==> src/rtl/coh_noc_pkg.sv <==
// Shared types for the coherent NoC error logging path.
// Error codes, log entry layout and interrupt FSM states.
package coh_noc_pkg;

    typedef enum logic [7:0] {
        NONE            = 8'h00,
        CRC_MISMATCH    = 8'h01,
        TIMEOUT         = 8'h02,
        INVALID_OPCODE  = 8'h03,
        INVALID_VC      = 8'h04,
        BUFFER_OVERFLOW = 8'h05,
        PROTOCOL        = 8'h06
    } error_code_e;

    // Payload of one log entry; the timestamp is appended next to it
    // in storage because its width is a per-instance parameter.
    typedef struct packed {
        logic [7:0]  code;
        logic [11:0] txn_id;
        logic [47:0] addr;
    } err_log_entry_t;

    localparam int ENTRY_W = $bits(err_log_entry_t);

    typedef enum logic [1:0] {
        IRQ_IDLE,
        IRQ_PEND,
        IRQ_HOLD
    } irq_state_e;

    function automatic logic is_event(input logic v,
                                      input logic [7:0] code);
        return v && (code != NONE);
    endfunction

endpackage

==> src/rtl/err_log_fifo.sv <==
// Synchronous FIFO holding error log entries.
// Ports: push/wdata write the tail, pop/rdata read the head, count = occupancy.
module err_log_fifo #(
    parameter int DEPTH = 8,
    parameter int W     = 8
) (
    input  logic                     clk,
    input  logic                     rst_n,
    input  logic                     push,
    input  logic                     pop,
    input  logic [W-1:0]             wdata,
    output logic [W-1:0]             rdata,
    output logic [$clog2(DEPTH):0]   count
);

    localparam int AW = $clog2(DEPTH);
    localparam int CW = AW + 1;

    logic [W-1:0]  mem [DEPTH];
    logic [AW-1:0] wr_ptr;
    logic [AW-1:0] rd_ptr;
    logic          do_pop;
    logic          do_push;
    logic          empty;
    logic          full;

    assign empty   = (count == '0);
    assign full    = (count == CW'(DEPTH));
    assign do_pop  = pop && !empty;
    // A full FIFO still accepts a write when the head leaves this cycle.
    assign do_push = push && (!full || do_pop);

    // Empty FIFO shows zeros rather than stale storage.
    assign rdata = empty ? '0 : mem[rd_ptr];

    always_ff @(posedge clk) begin
        if (do_push) begin
            mem[wr_ptr] <= wdata;
        end
    end

    // Pointers wrap naturally since DEPTH is a power of two.
    always_ff @(posedge clk or negedge rst_n) begin
        if (!rst_n) begin
            wr_ptr <= '0;
            rd_ptr <= '0;
            count  <= '0;
        end else begin
            if (do_push) begin
                wr_ptr <= wr_ptr + AW'(1);
            end
            if (do_pop) begin
                rd_ptr <= rd_ptr + AW'(1);
            end
            unique case ({do_push, do_pop})
                2'b10:   count <= count + CW'(1);
                2'b01:   count <= count - CW'(1);
                default: count <= count;
            endcase
        end
    end

endmodule

==> src/rtl/error_log_queue.sv <==
// Error log queue: timestamps error events into a FIFO, tracks drops,
// and raises a level interrupt with an ack holdoff.
// Ports: err_* event in, rd_* head entry out with rd_ready pop,
// count/overflow/drop_count status, clr_overflow, irq_en/irq_ack/irq.
module error_log_queue
    import coh_noc_pkg::*;
#(
    parameter int DEPTH          = 8,
    parameter int TS_WIDTH       = 16,
    parameter int HOLDOFF_CYCLES = 64
) (
    input  logic                     clk,
    input  logic                     rst_n,
    input  logic                     err_valid,
    input  logic [7:0]               err_code,
    input  logic [11:0]              err_txn_id,
    input  logic [47:0]              err_addr,
    output logic                     rd_valid,
    input  logic                     rd_ready,
    output logic [7:0]               rd_code,
    output logic [11:0]              rd_txn_id,
    output logic [47:0]              rd_addr,
    output logic [TS_WIDTH-1:0]      rd_timestamp,
    output logic [$clog2(DEPTH):0]   count,
    output logic                     overflow,
    output logic [7:0]               drop_count,
    input  logic                     clr_overflow,
    input  logic                     irq_en,
    input  logic                     irq_ack,
    output logic                     irq
);

    localparam int AW = $clog2(DEPTH);
    localparam int CW = AW + 1;
    localparam int FW = ENTRY_W + TS_WIDTH;
    localparam int TW = (HOLDOFF_CYCLES > 1) ? $clog2(HOLDOFF_CYCLES) : 1;

    logic [TS_WIDTH-1:0] ts;
    logic                accept;
    logic                pop;
    logic                full;
    logic                drop;
    logic                fifo_push;
    err_log_entry_t      wr_entry;
    err_log_entry_t      rd_entry;
    logic [FW-1:0]       wdata;
    logic [FW-1:0]       rdata;
    irq_state_e          state_q;
    irq_state_e          state_d;
    logic [TW-1:0]       timer_q;

    assign accept    = is_event(err_valid, err_code);
    assign rd_valid  = (count != '0);
    assign pop       = rd_valid && rd_ready;
    assign full      = (count == CW'(DEPTH));
    assign drop      = accept && full && !pop;
    assign fifo_push = accept && !drop;

    assign wr_entry = '{code: err_code, txn_id: err_txn_id, addr: err_addr};
    assign wdata    = {wr_entry, ts};

    err_log_fifo #(
        .DEPTH (DEPTH),
        .W     (FW)
    ) u_fifo (
        .clk   (clk),
        .rst_n (rst_n),
        .push  (fifo_push),
        .pop   (pop),
        .wdata (wdata),
        .rdata (rdata),
        .count (count)
    );

    assign rd_entry     = rdata[FW-1:TS_WIDTH];
    assign rd_timestamp = rdata[TS_WIDTH-1:0];
    assign rd_code      = rd_entry.code;
    assign rd_txn_id    = rd_entry.txn_id;
    assign rd_addr      = rd_entry.addr;

    always_ff @(posedge clk or negedge rst_n) begin
        if (!rst_n) begin
            ts <= '0;
        end else begin
            ts <= ts + TS_WIDTH'(1);
        end
    end

    // A drop wins over a simultaneous clear and restarts the count at 1.
    always_ff @(posedge clk or negedge rst_n) begin
        if (!rst_n) begin
            overflow   <= 1'b0;
            drop_count <= '0;
        end else if (drop) begin
            overflow <= 1'b1;
            if (clr_overflow) begin
                drop_count <= 8'd1;
            end else if (drop_count != 8'hFF) begin
                drop_count <= drop_count + 8'd1;
            end
        end else if (clr_overflow) begin
            overflow   <= 1'b0;
            drop_count <= '0;
        end
    end

    always_ff @(posedge clk or negedge rst_n) begin
        if (!rst_n) begin
            state_q <= IRQ_IDLE;
            timer_q <= '0;
        end else begin
            state_q <= state_d;
            if (state_q == IRQ_PEND && state_d == IRQ_HOLD) begin
                timer_q <= TW'(HOLDOFF_CYCLES - 1);
            end else if (state_q == IRQ_HOLD && timer_q != '0) begin
                timer_q <= timer_q - TW'(1);
            end
        end
    end

    // HOLD leaves as the timer steps down to zero, so HOLD plus the
    // single IDLE cycle keep irq low for exactly HOLDOFF_CYCLES.
    always_comb begin
        state_d = state_q;
        unique case (state_q)
            IRQ_IDLE: begin
                if (irq_en && (rd_valid || overflow)) begin
                    state_d = IRQ_PEND;
                end
            end
            IRQ_PEND: begin
                if (!irq_en) begin
                    state_d = IRQ_IDLE;
                end else if (irq_ack) begin
                    state_d = IRQ_HOLD;
                end
            end
            IRQ_HOLD: begin
                if (timer_q <= TW'(1)) begin
                    state_d = IRQ_IDLE;
                end
            end
            default: state_d = IRQ_IDLE;
        endcase
    end

    always_comb begin
        irq = (state_q == IRQ_PEND);
    end

endmodule

==> config.mk <==
export PLATFORM = sky130hd
export DESIGN_NAME = error_log_queue
export DESIGN_NICKNAME = d
export VERILOG_FILES = /design/src/rtl/coh_noc_pkg.sv /design/src/rtl/err_log_fifo.sv /design/src/rtl/error_log_queue.sv
export SDC_FILE = /design/constraint.sdc
export NUM_CORES = 1
export LEC_CHECK = 0
export CORE_MARGIN = 5
export CORE_UTILIZATION = 50
export DETAILED_ROUTE_END_ITERATION = 10
export PLACE_DENSITY_LB_ADDON = 0.2
export SYNTH_ARGS = -nofsm -noshare
export SYNTH_HDL_FRONTEND = slang
export SYNTH_SLANG_ARGS = --single-unit
==> constraint.sdc <==
create_clock -name clk -period 12.8 [get_ports clk]
set_input_delay 2.56 -clock clk [delete_from_list [all_inputs] [get_ports clk]]
set_output_delay 2.56 -clock clk [all_outputs]
set_load 0.05 [all_outputs]
==> qor.yml, run 1 <==
status:
  outcome: "complete, no violations"
synthesis:
  synth_area_leaders: "edfxtp_1, mux4_2, dfrtp_1"
  synth_top_area_share_pct: 73.13
  synthFlopType: "edfxtp_1"
  async_flop_share_pct: 6.014
  ys_types: 47
  synth_cells: 1274
  muxShareOfSynthArea_pct: 17.12
  ys_seq_elements: 715
  synth_edf_count: 672
  syn_nets: 1358
  synth_top_family_by_area: "multiplexers"
  synthAdderAreaFrac_pct: 0.4081
  synth-xor-area-share_pct: 0.8570
  yosys.area.top_type: "edfxtp_1"
  yosysWarnings: 0
  synth-simple-area-share_pct: 3.061
  synth_area_um2: 27590
  avgSynthCellArea_um2: 21.66
  ys_seq_area_share_pct: 77.03
  synth_compound_area_share_pct: 0.4716
worst_setup_path:
  path_buf_inv: 2
  crit_fanout: 49
  crit_arrival_ns: 4.32
  rrSetupSlack_ns: 8.63
  crit_slowest_cell: "dfrtp_4"
  crit_family: "buffers and inverters"
  worstSetupPathType: "reg2out"
  crit_required_ns: 10.24
  crit_path_cell_trace: "buf_4, mux4_2, mux2i_1, nor2_1, clkdlybuf4s50_1"
  max_stage_delay_ns: 1.10
  cp-start-kind: "flip-flop"
  timing.rr.start: "u_fifo.count[1]$_DFFE_PN0P_"
  reg2reg_depth: 13
  worst_r2r_endpoint: "u_fifo.count[2]$_DFFE_PN0P_"
  crit_path_end_kind: "output pin"
clocking:
  cts_setup_buffers: 0
  cts_max_path_buffers: 3
  postCtsHoldBufs: 0
  htreeDepth: 3
  numCtsBuffers: 73
  cts_root_buf: "clkbuf_16"
  clk_latency_ns: 0.60
  cts.clk_slew.worst_paths_ns: 0.06
  cts_num_sinks: 715
  tritoncts: "built"
  cts_resized: 0
floorplanning:
  core-area_um2: 54880
  die_w_um: 244.9
  die_y_um: 244.9
  initial_core_util_pct: 50.28
  die-area_um2: 59980
  std_cell_rows: 86
  pin_count: 174
finish:
  n_antenna_cell: 0
  final_area_um2: 32750
  stdcell_count: 2246
  area_growth_pct: 18.70
  nets: 1568
  drive_gt1_share_pct: 21.60
  utilization_pct: 59.69
pwr:
  p_per_area_nw_per_um2: 258.7
  peakVddDrop_uv: 187.2
  p_leak_nw: 10.95
  power_mw: 8.474
route:
  via_count: 12910
  drtIter0Drc: 861
  routed_wl_um: 55980
  avgViaCountPerCell: 5.749
  first_pass_iters: 4
  ant_nets: 0
  drc: 0
  post_drt_wl_per_cell_um: 24.92
grt:
  grt_pass1_vias: 14050
  grtUsageTotal_pct: 18.89
  grt_max_degree: 75
  antenna_found_initial: 0
  grt_pass1_wl_um: 85640
  grt_overflow_total: 0
min_path:
  worstHoldPathType: "reg2reg"
  holdPathEnd: "state_q[0]$_DFF_PN0_"
  min_path_cells: 1
  hp-start: "state_q[1]$_DFF_PN0_"
timing:
  setup_viol_count_final: 0
  hold_viol: 0
  fin_crit_sh_pct: 53.75
  relSlewSlack_pct: 20.69
  max_freq_ghz: 0.1453
  slew_violations: 0
  grt_setup_unrepaired: "false"
  fin_worst_skew_ns: 0.01137
  worst_slew_pin_slew_ns: 1.190
  setup_tns_ns: 0
  fin_crit_ns: 6.880
flow_run:
  cap_violations: 0
placed_design:
  placedCellCount: 2113
  portBuffers: 173
  placed_area_um2: 30190
  dp_hpwl_um: 29270
  place_congestion: 0.7512
layout by cell type (no fill, tap or decap), drive strengths merged, types with 6 or more instances in the layout:
| master | synthesis | final |
|---|---|---|
| buf | 32 | 24 |
| nand2b | 7 | 7 |
| nor2b | 6 | 6 |
| bufinv | 0 | 13 |
| mux4 | 168 | 168 |
| clkdlybuf4s50 | 0 | 172 |
| mux2i | 85 | 85 |
| inv | 10 | 11 |
| ha | 9 | 9 |
| nand3 | 8 | 8 |
| xor2 | 6 | 6 |
| dfrtp | 43 | 43 |
| clkbuf | 29 | 94 |
| nor2 | 94 | 94 |
| xnor2 | 21 | 21 |
| nor4 | 6 | 6 |
| edfxtp | 672 | 672 |
| clkinv | 0 | 24 |
| mux2 | 8 | 8 |
| nand2 | 13 | 13 |
cells in the mapped netlist (all sizes together) (4+ instances only):
library cell	instances
nor4	6
nor2	94
nor3	5
dfrtp	43
nor4b	4
ha	9
and3	5
buf	32
nand2b	7
mux2i	85
nor3b	4
xnor2	21
nand2	13
a21oi	5
mux2	8
nand3	8
nor2b	6
nand4	5
xor2	6
mux4	168
edfxtp	672
clkbuf	29
inv	10
flip-flops by register name, indices dropped and copies added (netlist names):
signal and cells:
u_fifo.mem 672, u_fifo.count 4, overflow 1, state_q 2, drop_count 8, timer_q 6, u_fifo.wr_ptr 3, ts 16
u_fifo.rd_ptr 3
cell families (layout without fill, tap and decap cells):
family	after synthesis	after routing
flip-flops	715	715
multiplexers	261	261
AND/OR/NAND/NOR	173	173
buffers and inverters	71	339
XOR/XNOR	27	27
AO/OA/AOI/OAI	18	18
adder cells (fa/ha/maj)	9	9
metal layers:
| metal | routed length, um | GRT usage, % |
|---|---|---|
| met1 | 23640 | 26.09 |
| met2 | 28750 | 31.91 |
| met3 | 2841 | 3.375 |
| met4 | 741 | 4.637 |
| met5 | 0 | 0 |
layout make-up:
type	instances	area [um2]
Clock buffer	94	2043
Multi-Input combinational cell	488	6102
Clock inverter	39	524.3
Inverter	10	37.54
Timing Repair Buffer	196	1899
Fill cell	3881	22120
Sequential cell	715	21270
Tap cell	704	880.8
worst max-delay path by stage:
| stage | start | end | slack, ns | depth (start not counted) |
|---|---|---|---|---|
| final | u_fifo.rd_ptr[0]$_DFFE_PN0P_ | rd_txn_id[0] | 5.92 | 5 |
| after detailed placement | err_code[0] | u_fifo.mem[6][38]$_DFFE_PP_ | 6.19 | 7 |
| after global placement | err_code[0] | u_fifo.mem[6][31]$_DFFE_PP_ | 6.25 | 7 |
| after global routing | u_fifo.rd_ptr[0]$_DFFE_PN0P_ | rd_addr[44] | 5.53 | 5 |
| after CTS | u_fifo.rd_ptr[0]$_DFFE_PN0P_ | rd_txn_id[0] | 5.72 | 5 |
| after floorplan | err_code[4] | u_fifo.mem[2][0]$_DFFE_PP_ | 0.49 | 3 |
metrics by stage:
step           hold slack, ns  setup slack (ns)
6_report               0.5165             5.920
5_1_grt                0.5562             5.529
4_1_cts                0.5102             5.720
3_5_place_dp           0.5013             6.192
3_3_place_gp           0.4961             6.250
2_1_floorplan          0.4735            0.4908
worst register-to-register path, delay by kind of cell (launching register included):
family	cells	cell delay (ns)
flops	1	0.46
fa+ha+maj	2	0.45
simple gates	4	1.38
xor+xnor	3	0.46
compound gates	1	0.14
buf+inv	3	1.17
power breakdown:
group | leakage [nW] | internal, mW | switching (mW) | total [mW]
clock network | 1.27 | 1.39 | 0.847 | 2.24
logic | 2.96 | 1.20 | 1.91 | 3.11
registers | 6.73 | 2.91 | 0.214 | 3.12
total | 11.0 | 5.50 | 2.98 | 8.47
(Power assumes the default switching activity.)
==> run 2: changes to the inputs <==
Clock period 12.8 ns to 6.6 ns, I/O delays scaled along.
==> run 2 against run 1 <==
Non-clock buffer count grew 8. Sequential cell count is the same. Via count shrank 0.29%. Highest routed layer is now met5.
==> qor.yml, run 2 (same netlist as run 1, synthesis figures left out) <==
status:
  outcome: "complete, no violations"
finish:
  largest_register_ffs: 672
  mostFrequentLayoutCell: "edfxtp_1"
  largest_register: "u_fifo.mem"
  reg_top3: "u_fifo.mem x672, ts x16, drop_count x8"
  nets: 1577
  multi_input_area_um2: 6153
  drive_gt1_share_pct: 20.76
  fillers: 3956
  stdcell_count: 2256
  area_growth_pct: 18.46
  final_cell_mix: "edfxtp_1, clkdlybuf4s50_1, mux4_2, nor2_1, mux2i_1"
  utilization_pct: 59.56
  final_area_um2: 32690
  seq_area_um2: 21270
clocking:
  cts_root_buf: "clkbuf_16"
  cts_resized: 0
  tritoncts: "built"
  cts.clk_slew.worst_paths_ns: 0.06
  numCtsBuffers: 74
  clk_latency_ns: 0.60
  cts_setup_buffers: 0
  cts_num_sinks: 715
  htreeDepth: 3
  cts_max_path_buffers: 3
  postCtsHoldBufs: 0
floorplanning:
  initial_core_util_pct: 50.28
  die_y_um: 244.9
  die_w_um: 244.9
  std_cell_rows: 86
  pin_count: 174
  core-area_um2: 54880
  die-area_um2: 59980
route:
  avgViaCountPerCell: 5.707
  first_pass_iters: 5
  drtIter0Drc: 843
  post_drt_wl_per_cell_um: 24.03
  drc: 0
  via_count: 12880
  ant_nets: 0
  routed_wl_um: 54220
pwr:
  peakVddDrop_uv: 289.2
  sw_frac_of_total_pct: 35.61
  power.net_switching_mw: 5.741
  p_per_area_nw_per_um2: 493.1
  p_int_mw: 10.38
  pwr-share-clk_pct: 24.7
  seq_power_share_pct: 37.5
  p_leak_nw: 10.91
  power_mw: 16.12
  power_frac_comb_pct: 37.8
worst_setup_path:
  rrSetupSlack_ns: 2.90
  cp-start-kind: "flip-flop"
  worstSetupPathType: "reg2out"
  crit_fanout: 34
  crit_path_end_kind: "output pin"
  crit_arrival_ns: 3.69
  crit_required_ns: 5.28
grt:
  antenna_found_initial: 2
  grt_max_degree: 63
  grt_overflow_total: 0
  grt_pass1_wl_um: 83430
  grtUsageTotal_pct: 18.27
  grt_pass1_vias: 14040
flow_run:
  cap_violations: 0
timing:
  relSlewSlack_pct: 32.05
  slew_violations: 0
  hold_viol: 0
  setup_slack_ns: 1.587
  fin_hold_ws_ns: 0.5114
  fin_worst_skew_ns: 0.01714
  fin_crit_ns: 5.013
  worst_slew_pin_slew_ns: 1.019
  fin_crit_sh_pct: 75.96
  grt_setup_unrepaired: "false"
  max_freq_ghz: 0.1995
  setup_viol_count_final: 0
  setup_tns_ns: 0
placed_design:
  pre_cts_slack_ns: 1.234
  placedCellCount: 2121
  place_congestion: 0.7317
  portBuffers: 173
  dp_hpwl_um: 29700
  placed_area_um2: 30350
min_path:
  worstHoldPathType: "reg2reg"
run 2: cell types whose count changed in the layout (fill, tap and decap cells not counted), moves of 4 or more:
cell	delta
clkinv_1	+13
clkinv_2	-11
bufinv_16	-9
clkbuf_1	+7
buf_12	+4
buf_4	+4
run 2: critical path, stage by stage, from the launching register on:
cell	delay [ns]
dfrtp_4	0.91
buf_4	0.57
mux4_2	0.57
mux2i_1	0.20
nor2_1	0.07
clkdlybuf4s50_1	0.73
run 2: power groups by stage:
stage / registers, mW / logic [mW] / clock network [mW]
global placement: 6.12 / 6.19 / 0
global route: 6.12 / 6.46 / 4.27
floorplan: 5.96 / 4.38 / 0
detailed placement: 6.16 / 6.21 / 0
finish: 6.05 / 6.09 / 3.97
CTS: 6.07 / 6.22 / 4.07
run 2: final timing paths:
check	endpoint	depth (start not counted)	startpoint
worst max register to register	u_fifo.mem[5][51]$_DFFE_PP_	6	u_fifo.count[1]$_DFFE_PN0P_
worst min register to register	state_q[0]$_DFF_PN0_	1	state_q[1]$_DFF_PN0_
worst min-delay path	state_q[0]$_DFF_PN0_	1	state_q[1]$_DFF_PN0_
worst max-delay path	rd_code[2]	5	u_fifo.rd_ptr[0]$_DFFE_PN0P_
max in group asynchronous	u_fifo.rd_ptr[2]$_DFFE_PN0P_	2	rst_n
min in group asynchronous	timer_q[0]$_DFFE_PN0P_	2	rst_n
run 2: cell type report:
class	instances	share of cell area (%)
inverter	10	0.1148
clock buffer	103	6.416
clock inverter	31	0.7311
antenna	1	0.007656
multi-input combinational	488	18.83
timing repair buffer	204	6.148
sequential	715	65.06
tap	704	2.695
run 2: metal layers:
layer  global-route usage, %  vias up  wire length, um
met5                       0        -                7
met2                   30.88      298            27550
met1                   24.75     6839            23110
met4                   5.099        2              961
met3                   3.517       65             2593
li1                        -     5672                -
==> run 3: changes to the inputs <==
Clock period 6.6 ns to 5 ns, I/O delays scaled along.
==> run 3 against run 2 <==
Combinational power is 35% higher. Utilization is 0.091 points higher. Largest cell class unchanged. Critical path type unchanged. Via count is 0.48% higher. Cell area is 0.15% higher. Highest routed layer unchanged. Cell count stayed put. Worst setup slack worse by 0.94 ns. Register-to-register slack worse by 1.1 ns.
==> qor.yml, run 3 (same netlist as run 1, synthesis figures left out) <==
status:
  outcome: "complete, no violations"
worst_setup_path:
  cp-endpoint: "rd_txn_id[3]"
  rrSetupSlack_ns: 1.80
  reg2reg_depth: 13
  crit_family: "buffers and inverters"
  timing.rr.start: "u_fifo.count[1]$_DFFE_PN0P_"
  path_depth: 5
  crit_fanout: 51
  path_buf_inv: 2
  crit_required_ns: 4.00
  crit_path_end_kind: "output pin"
  worst_r2r_endpoint: "u_fifo.count[2]$_DFFE_PN0P_"
  crit_arrival_ns: 3.35
  max_stage_delay_ns: 0.75
  cp-start-kind: "flip-flop"
  crit_slowest_cell: "clkdlybuf4s50_1"
  worstSetupStartpoint: "u_fifo.rd_ptr[0]$_DFFE_PN0P_"
  crit_path_cell_trace: "buf_12, mux4_2, mux2i_1, nor2_1, clkdlybuf4s50_1"
  worstSetupPathType: "reg2out"
placed_design:
  placed_area_um2: 30450
  pre_cts_slack_ns: 1.185
  place_congestion: 0.7126
  portBuffers: 173
  dp_hpwl_um: 28760
route:
  drc: 0
  ant_nets: 0
  first_pass_iters: 5
  post_drt_wl_per_cell_um: 24.49
  via_count: 12940
  drtIter0Drc: 755
  avgViaCountPerCell: 5.735
  routed_wl_um: 55240
grt:
  grt_max_degree: 86
  grt_pass1_vias: 13780
  grt_overflow_total: 0
  grt_pass1_wl_um: 84550
  grtUsageTotal_pct: 18.63
  antenna_found_initial: 2
floorplanning:
  initial_core_util_pct: 50.28
  die_y_um: 244.9
  pin_count: 174
  die_w_um: 244.9
  core-area_um2: 54880
  std_cell_rows: 86
  die-area_um2: 59980
pwr:
  p_leak_nw: 10.91
  peakVddDrop_uv: 446.5
  p_per_area_nw_per_um2: 649.4
timing:
  worst_slew_pin_slew_ns: 0.9484
  relSlewSlack_pct: 36.78
  hold_viol: 0
  fin_worst_skew_ns: 0.01594
  grt_setup_unrepaired: "false"
  fin_crit_ns: 4.354
  fin_crit_sh_pct: 87.09
  max_freq_ghz: 0.2296
  slew_violations: 0
  setup_slack_ns: 0.6455
  setup_viol_count_final: 0
clocking:
  clk_latency_ns: 0.60
  htreeDepth: 3
  cts_max_path_buffers: 3
  cts_root_buf: "clkbuf_16"
  cts_setup_buffers: 0
  tritoncts: "built"
  cts.clk_slew.worst_paths_ns: 0.06
  cts_num_sinks: 715
  postCtsHoldBufs: 0
  cts_resized: 0
  numCtsBuffers: 73
finish:
  reg_top3: "u_fifo.mem x672, ts x16, drop_count x8"
  largest_register_ffs: 672
  n_antenna_cell: 0
  largest_register: "u_fifo.mem"
  nets: 1580
  drive_gt1_share_pct: 21.20
  mostFrequentLayoutCell: "edfxtp_1"
  final_area_um2: 32740
  area_growth_pct: 18.64
  final_cell_mix: "edfxtp_1, clkdlybuf4s50_1, mux4_2, nor2_1, mux2i_1"
flow_run:
  cap_violations: 0
min_path:
  worstHoldPathType: "in2async"
-- run 3: changes by cell type in the layout (fill, tap and decap cells not counted), sizes merged --
cell | before | now
diode | 1 | 0
inv | 11 | 13
clkinv | 25 | 19
buf | 32 | 36
clkinvlp | 1 | 4
bufinv | 4 | 5
clkbuf | 103 | 100
-- run 3: where the power goes --
part / internal, mW / leakage [nW] / switching [mW]
logic: 3.18 / 3.08 / 5.02
clock network: 3.05 / 1.10 / 2.14
registers: 7.44 / 6.73 / 0.428
total: 13.7 / 10.9 / 7.59
-- run 3: layout make-up --
| cell class | count | area, um2 |
|---|---|---|
| clock inverter | 31 | 292.8 |
| multi-input combinational | 488 | 6153 |
| inverter | 10 | 37.54 |
| sequential | 715 | 21270 |
| tap | 704 | 880.8 |
| clock buffer | 100 | 1991 |
| fill | 3895 | 22140 |
| timing repair buffer | 208 | 2115 |
-- run 3: per-layer routing --
| layer | vias to the layer above | routed length [um] | track usage, % | share of wire [%] |
|---|---|---|---|---|
| li1 | 5687 | - | - | - |
| met2 | 297 | 27380 | 30.03 | 50 |
| met3 | 76 | 2907 | 3.735 | 5.3 |
| met5 | - | 32 | 0 | 0.058 |
| met4 | 4 | 988 | 5.083 | 1.8 |
| met1 | 6874 | 23930 | 26.56 | 43 |
-- run 3: worst min-delay path by stage --
stage | endpoint | cells past startpoint | startpoint | slack [ns]
after global routing | timer_q[0]$_DFFE_PN0P_ | 2 | rst_n | 0.53
after floorplan | state_q[0]$_DFF_PN0_ | 1 | state_q[1]$_DFF_PN0_ | 0.47
after global placement | state_q[0]$_DFF_PN0_ | 1 | state_q[1]$_DFF_PN0_ | 0.50
after detailed placement | state_q[0]$_DFF_PN0_ | 1 | state_q[1]$_DFF_PN0_ | 0.53
final | timer_q[0]$_DFFE_PN0P_ | 2 | rst_n | 0.49
after CTS | timer_q[1]$_DFFE_PN0P_ | 2 | rst_n | 0.50
-- run 3: worst register-to-register path: stages, from the launching register on --
cell	delay [ns]
dfrtp_1	0.46
or3_4	0.44
nor2_4	0.11
buf_12	0.44
inv_1	0.26
nand2_1	0.16
inv_1	0.10
ha_1	0.26
xor2_1	0.17
ha_1	0.18
a21oi_1	0.14
xor2_1	0.15
nor2_1	0.06
xor2_1	0.14
-- run 3: through the flow --
step                      std cells  hold slack [ns]  util (%)  setup TNS (ns)  total power [mW]
final                          2256           0.4892     59.65               0             21.26
after detailed placement       2125           0.5293     55.49               0             16.36
after floorplan                1274           0.4735         -         -278.21             13.64
after CTS                      2256           0.5001     59.65               0             21.56
after global routing           2256           0.5279     59.65               0             22.24
after global placement         2125           0.4962     55.49               0             16.31
